File: src/rtl/adat_tx_frame_sequencer.sv
// ADAT transmitter frame scheduler: free-running frame timer, start strobe, channel-serial
// fill buffer and frame commit. Optional build macro: ADAT_HOLD_ON_UNDERRUN_EN (repeat last frame on underrun).
module adat_tx_frame_sequencer #(
  parameter int unsigned CLKS_PER_FRAME = 2048,
  parameter int unsigned NUM_CH         = 8,
  parameter int unsigned SAMPLE_W       = 24
) (
  input  logic                             clk,
  input  logic                             reset,
  input  logic                             enable,
  input  logic                             s_valid,
  output logic                             s_ready,
  input  logic [SAMPLE_W-1:0]              s_data,
  input  logic                             s_last,
  input  logic                             user_timecode,
  input  logic                             user_midi,
  input  logic                             user_smux,
  output logic                             start,
  output logic [NUM_CH-1:0][SAMPLE_W-1:0]  audio_out,
  output logic                             timecode,
  output logic                             midi,
  output logic                             smux,
  output logic                             frame_req,
  output logic                             underrun,
  output logic                             sync_err
);

  localparam int unsigned CNT_W = $clog2(CLKS_PER_FRAME);
  localparam int unsigned IDX_W = (NUM_CH > 1) ? $clog2(NUM_CH) : 1;
  localparam logic [CNT_W-1:0] CNT_MAX  = CNT_W'(CLKS_PER_FRAME - 1);
  localparam logic [IDX_W-1:0] IDX_LAST = IDX_W'(NUM_CH - 1);

  logic [CNT_W-1:0]                r_cnt;
  logic [IDX_W-1:0]                r_idx;
  logic                            r_full;
  logic [NUM_CH-1:0][SAMPLE_W-1:0] r_fill;
  logic [NUM_CH-1:0][SAMPLE_W-1:0] r_audio;
  logic                            r_start;
  logic                            r_frame_req;
  logic                            r_underrun;
  logic                            r_sync_err;
  logic                            r_timecode;
  logic                            r_midi;
  logic                            r_smux;

  logic w_commit;
  logic w_accept;
  logic w_at_last;
  logic w_misalign;

  assign w_commit   = enable & (r_cnt == CNT_MAX);
  assign w_accept   = s_valid & s_ready;
  assign w_at_last  = (r_idx == IDX_LAST);
  // s_last must coincide exactly with the final channel slot; either mismatch drops the beat.
  assign w_misalign = s_last ^ w_at_last;

  // Commit cycle is closed to input so a beat can never race the buffer hand-off.
  assign s_ready = ~reset & ~r_full & ~w_commit;

  always_ff @(posedge clk) begin
    if (reset) begin
      r_cnt       <= CNT_MAX;
      r_idx       <= '0;
      r_full      <= 1'b0;
      r_fill      <= '0;
      r_audio     <= '0;
      r_start     <= 1'b0;
      r_frame_req <= 1'b0;
      r_underrun  <= 1'b0;
      r_sync_err  <= 1'b0;
      r_timecode  <= 1'b0;
      r_midi      <= 1'b0;
      r_smux      <= 1'b0;
    end else begin
      r_start     <= w_commit;
      r_frame_req <= w_commit;
      r_underrun  <= w_commit & ~r_full;
      r_sync_err  <= w_accept & w_misalign;

      if (!enable)       r_cnt <= CNT_MAX;
      else if (w_commit) r_cnt <= '0;
      else               r_cnt <= r_cnt + CNT_W'(1);

      if (w_commit) begin
        r_full     <= 1'b0;
        r_idx      <= '0;
        r_timecode <= user_timecode;
        r_midi     <= user_midi;
        r_smux     <= user_smux;
`ifdef ADAT_HOLD_ON_UNDERRUN_EN
        if (r_full) r_audio <= r_fill;
`else
        r_audio    <= r_full ? r_fill : '0;
`endif
      end else if (w_accept) begin
        if (w_misalign) begin
          r_idx  <= '0;
          r_full <= 1'b0;
        end else begin
          r_fill[r_idx] <= s_data;
          if (w_at_last) begin
            r_full <= 1'b1;
            r_idx  <= '0;
          end else begin
            r_idx  <= r_idx + IDX_W'(1);
          end
        end
      end
    end
  end

  assign start     = r_start;
  assign frame_req = r_frame_req;
  assign underrun  = r_underrun;
  assign sync_err  = r_sync_err;
  assign audio_out = r_audio;
  assign timecode  = r_timecode;
  assign midi      = r_midi;
  assign smux      = r_smux;

endmodule

File: config.mk
export PLATFORM = sky130hd
export DESIGN_NAME = adat_tx_frame_sequencer
export DESIGN_NICKNAME = d
export VERILOG_FILES = /design/src/rtl/adat_tx_frame_sequencer.sv
export SDC_FILE = /design/constraint.sdc
export NUM_CORES = 1
export LEC_CHECK = 0
export CORE_MARGIN = 1
export CORE_UTILIZATION = 48
export DETAILED_ROUTE_END_ITERATION = 10
export PLACE_DENSITY = 0.78
export SLEW_MARGIN = 20
export SYNTH_ARGS = -nofsm -noshare
export SYNTH_HDL_FRONTEND = slang
export SYNTH_SLANG_ARGS = --single-unit
File: constraint.sdc
create_clock -name clk -period 2.4 [get_ports clk]
set_input_delay 0.36 -clock clk [delete_from_list [all_inputs] [get_ports clk]]
set_output_delay 0.36 -clock clk [all_outputs]
set_load 0.02 [all_outputs]
* Word-level counts from Yosys, hierarchy flattened
Cells that the tools add are included.
Storage, ports and cells: flip-flop bits (word level) 405, bits of input ports 32, output and inout bits 200
Cells by class: add/sub/neg operators 2, $lt $le $gt $ge 2, equal/unequal tests 2, mux-type cells 9, bitwise logic cells 12, reduce and logical (&&, ||, !) cells 6
Operator list (count):
- $bwmux W192 | 1
- $mux W192 | 1
- $demux W24 S3 | 1
- $mux W24 | 1
- $add A11 B1 Y11 const B | 1
- $eq A11 B11 Y1 const B | 1
- $mux W11 | 1
- $and A1 B1 Y1 | 6
- $mux W3 | 2
- $not A1 Y1 | 5
- $lt A3 B4 Y1 const B | 1
- $reduce_or A2 Y1 | 2
- $add A3 B1 Y3 const B | 1
- $eq A3 B3 Y1 const B | 1
- $ge A3 B1 Y1 const B | 1
- $reduce_and A3 Y1 | 1
- $mux W1 | 2
- $reduce_and A2 Y1 | 1
- $reduce_bool A2 Y1 | 1
- $logic_and A1 B1 Y1 | 1
- $xor A1 B1 Y1 | 1

* Depth between registers and ports, before layout
Gate-level depths: netlist (run 1).
depth after elaboration 6, mapped depth 10, gate-level depth less buffers 8

* Worst setup path before layout (run 1)
OpenSTA, ideal clock, no wires.
path kind reg2reg, start point reg r_idx[1], end point reg r_fill[133] (netlist name), data arrival time 2.347 ns, required time 2.268 ns, slack -0.079 ns, cell stages (with the launch flop) 11, cell sequence dfxtp_1 ha_1 ha_1 inv_1 ha_1 nand2b_1 or4b_1 clkbuf_1 clkbuf_1 o21ai_0 a21oi_1
On the way: longest elaborated chain between the ends 5, elaborated cells between the ends (all ways) 10, those cells by class order compare: 2; eq/ne: 1; mux: 3; bitwise: 2; reduce/logical: 2
RTL lines:
- from (decl) | RTL line 34 | logic [IDX_W-1:0] r_idx;
- from (signal assigned) | RTL line 105 | r_idx <= r_idx + IDX_W'(1);
- $lt A3 B4 Y1 (implied by the code) / $ge A3 B1 Y1 (equally long branches) | RTL line 100 | r_fill[r_idx] <= s_data;
- $logic_and A1 B1 Y1 (implied by the code) | RTL line 100
- $mux W24 (implied by the code) | RTL line 100
- $demux W24 S3 | RTL line 100
- $bwmux W192 | RTL line 100
- to (signal, indexed assignment) | RTL line 100
- to (decl) | RTL line 36 | logic [NUM_CH-1:0][SAMPLE_W-1:0] r_fill;
Parallel ways exist; a longest one is shown, timed or not. A chain may end at the register's enable or synchronous reset.

* Final worst setup path (run 1)
start point reg r_idx[1], end point reg r_fill[34] (netlist name)
Same word-level chain as after synthesis.

==> results of run 1 <==
cells by family (layout without fill, tap and decap cells):
logic type	count (synthesis)	in the layout
adder cells (fa/ha/maj)	4	4
AO/OA/AOI/OAI	594	594
AND/OR/NAND/NOR	247	248
flip-flops	405	405
buffers and inverters	180	366
XOR/XNOR	6	6
cell usage after synthesis, drive strengths merged, types with 2 or more instances:
cell    count
a22o      195
inv         5
buf        54
and2        3
nor2b       2
clkbuf    121
nor2       15
nand2b      4
ha          4
xnor2       3
dfxtp     405
and4        2
nand4       4
nor3b       2
nand3     198
xor2        3
nor3        2
o21ai     198
nand2       4
a21oi     196
nor4        3
nor4b       2
how the worst max path moves through the flow:
| stage | endpoint | slack, ns | cells after the start |
|---|---|---|---|
| after floorplan | r_fill[133]$_SDFFE_PP0P_ | 0.03 | 10 |
| after global placement | r_fill[36]$_SDFFE_PP0P_ | -0.15 | 8 |
| after detailed placement | r_fill[109]$_SDFFE_PP0P_ | -0.25 | 8 |
| after CTS | s_ready | 0.009 | 6 |
| after global routing | r_fill[25]$_SDFFE_PP0P_ | -0.04 | 9 |
| final | r_fill[34]$_SDFFE_PP0P_ | 0.02 | 9 |
final cells by class:
| cell class | count | area (µm²) | share of cell area (%) |
|---|---|---|---|
| timing repair buffer | 291 | 3160 | 17.1 |
| inverter | 5 | 18.8 | 0.102 |
| clock inverter | 8 | 121 | 0.659 |
| sequential | 405 | 8110 | 44.0 |
| clock buffer | 62 | 1240 | 6.76 |
| multi-input combinational | 852 | 5290 | 28.7 |
| tap | 384 | 480 | 2.61 |
worst register-to-register path, stage by stage (launching register included):
cell and delay [ns]:
dfxtp_2 0.33, ha_2 0.17, ha_2 0.19, inv_2 0.05
ha_4 0.20, nand2b_4 0.17, or4b_4 0.67, clkbuf_16 0.22
o21ai_0 0.16, a21oi_1 0.08
cell usage in the layout, fill, tap and decap left out, types with 2 or more instances in the layout:
cell type / n
a21oi_1: 195
a22o_1: 195
and4_1: 2
buf_12: 26
buf_4: 29
buf_6: 2
bufinv_16: 3
clkbuf_1: 7
clkbuf_16: 45
clkbuf_8: 14
clkdlybuf4s50_1: 229
clkinv_2: 3
dfxtp_1: 403
dfxtp_2: 2
ha_2: 2
inv_1: 4
nand2_1: 4
nand2b_1: 3
nand3_1: 197
nand4_1: 3
nor2_1: 14
nor3b_1: 2
o21ai_0: 154
o21ai_1: 37
o21ai_2: 7
or4b_4: 2
xnor2_1: 3
xor2_1: 3
flip-flops by register name, indices dropped and copies added, names as in the netlist:
register   flops
audio_out    192
frame_req      1
midi           1
r_cnt         11
r_fill       192
r_full         1
r_idx          3
smux           1
sync_err       1
timecode       1
underrun       1
metrics by stage:
stage | cell area, µm² | util (%) | setup TNS [ns] | setup slack, ns
6_report | 18400 | 63.8 | 0 | 0.0229
5_1_grt | 18400 | 63.8 | -0.344 | -0.0372
4_1_cts | 18200 | 63.2 | 0 | 0.00881
3_5_place_dp | 16900 | 58.5 | -20.90 | -0.249
3_3_place_gp | 16900 | 58.5 | -10.89 | -0.150
2_1_floorplan | 14100 | - | 0 | 0.0346
repair_timing:
action	CTS	global route
setup endpoints to repair	1	107
gates resized for setup	2	44
pin swaps	0	3
buffers inserted	0	1
gates cloned	0	6
metal layers:
metal  up-vias  GRT usage (%)  part of all wire, %
li1       5559              -                    -
met1      5899           38.1                   43
met2       660           40.4                   44
met3        91           6.16                  9.8
met4         0           9.48                  3.2
met5         -              0                    0
power groups by stage:
stage / clock network (mW) / registers, mW / logic (mW)
floorplan: 0 / 7.03 / 0.918
global placement: 0 / 7.02 / 1.51
detailed placement: 0 / 7.03 / 1.53
CTS: 6.48 / 6.88 / 1.54
global route: 6.77 / 6.89 / 1.67
finish: 6.43 / 6.89 / 1.59
==> out/qor.yml, run 1 <==
drt_iter0_drc: 1614
r2r-end: "r_fill[34]$_SDFFE_PP0P_"
combinationalPowerShare_pct: 10.6
critPathTopFamily: "simple AND/OR/NAND/NOR gates"
p_int_mw: 11.2
crit_slowest_cell: "or4b_4"
crit_chain: "ha_2, ha_2, inv_2, ha_4, nand2b_4, or4b_4, clkbuf_16, o21ai_0, a21oi_1"
dpl.cell_count: 1930
overflow: 0
worstSetupStartpoint: "r_idx[1]$_SDFFE_PP0P_"
maxSlewViolCount: 0
ios: 232
vias_per_cell: 6.08
p_sw_mw: 3.74
grt_max_degree: 157
hold_path_startpoint: "reset"
insertedDiodeCount: 0
fin_hold_ws_ns: 0.323
place.gp.congestion: 0.802
slew_headroom_pct: 44.6
reg2reg_setup_slack_ns: 0.02
portBuffers: 231
max_slew.worst_pin.slew_ns: 0.831
synthAdderAreaFrac_pct: 0.354
power_leakage_nw: 6.41
synth_edf_count: 0
rsz0062_at_grt: "true"
status: "finished clean"
antenna_left: 0
dieArea_um2: 30100
yosysSeqAreaShare_pct: 57.4
min_path_cells: 4
skew_ns: 0.0198
end_kind: "register"
setup_viol: 0
clock_path_buffers: 3
start_kind: "register"
start_util_pct: 48.9
area_delta_synth_final_pct: 30.5
routed_wl_um: 42900
synthXorXnorAreaFrac_pct: 0.372
seqPwrFrac_pct: 46.2
antenna_found_initial: 0
r2r-start: "r_idx[1]$_SDFFE_PP0P_"
p_total_mw: 14.9
wl_per_cell_um: 21.4
numCtsBuffers: 40
min_period_over_period_pct: 99.0
finalCriticalPeriod_ns: 2.38
rows: 62
cts_root_buf: "clkbuf_16"
clk_pin_slew_ns: 0.06
ys_types: 41
htreeDepth: 2
ys_ff_latch: 405
cts_tree: "yes"
grt_pass1_wl_um: 64400
p_sw_share_pct: 25.1
syn_area_um2: 14100
ys_async_sr_fraction_pct: 0
fillers: 2277
synthCells: 1436
grt_pass1_vias: 11221
drc: 0
grt_usage_pct: 27.0
synthMuxAreaShare_pct: 0
synth_top_family_by_area: "compound AO/OA/AOI/OAI gates"
numClockSinks: 405
crit_arrival_ns: 2.75
worstPathMaxFanout: 10
postCtsHoldBufs: 0
synth-main-ff-cell: "dfxtp_1"
netlist.area_leader.share_pct: 57.4
yosys.area_share.simple_pct: 9.28
dp_hpwl_um: 25400
vdd_drop_max_v: 0.000522
syn-num-nets: 1472
hp-class: "primary input to register"
num-nets-final: 1631
clkPwrFrac_pct: 43.1
slowest_delay_ns: 0.67
crit_top_cell: "ha_2"
hold_path_end: "r_idx[1]$_SDFFE_PP0P_"
fp.coreArea_um2: 28900
max_freq_ghz: 0.421
final_cells: 2007
worstSetupPathType: "register to register"
power_density_nw_per_um2: 809
drt-pass1-iter-count: 6
cp_num_buf_inv: 2
dieWidth_um: 174
worst_ep_required_time_ns: 2.77
synth_compound_area_share_pct: 26.5
vias: 12209
syn_avg_cell_area_um2: 9.84
netlist_top_cells_area: "dfxtp_1, a22o_1, nand3_1"
die_y_um: 174
hold_violations: 0
ff2ff_path_depth: 9
drv_cap: 0
yosys.area.top_type: "dfxtp_1"
drive_above_1_share_pct: 9.67
worstSkewPairLatency_ns: 0.52
ys_warn_count: 0
(Power assumes the default switching activity.)
==> inputs of run 2 (changes only) <==
- CTS_CLUSTER_DIAMETER: not set -> 150
==> results of run 2 <==
The final DEF is identical to that of run 1; final timing and power are the same.
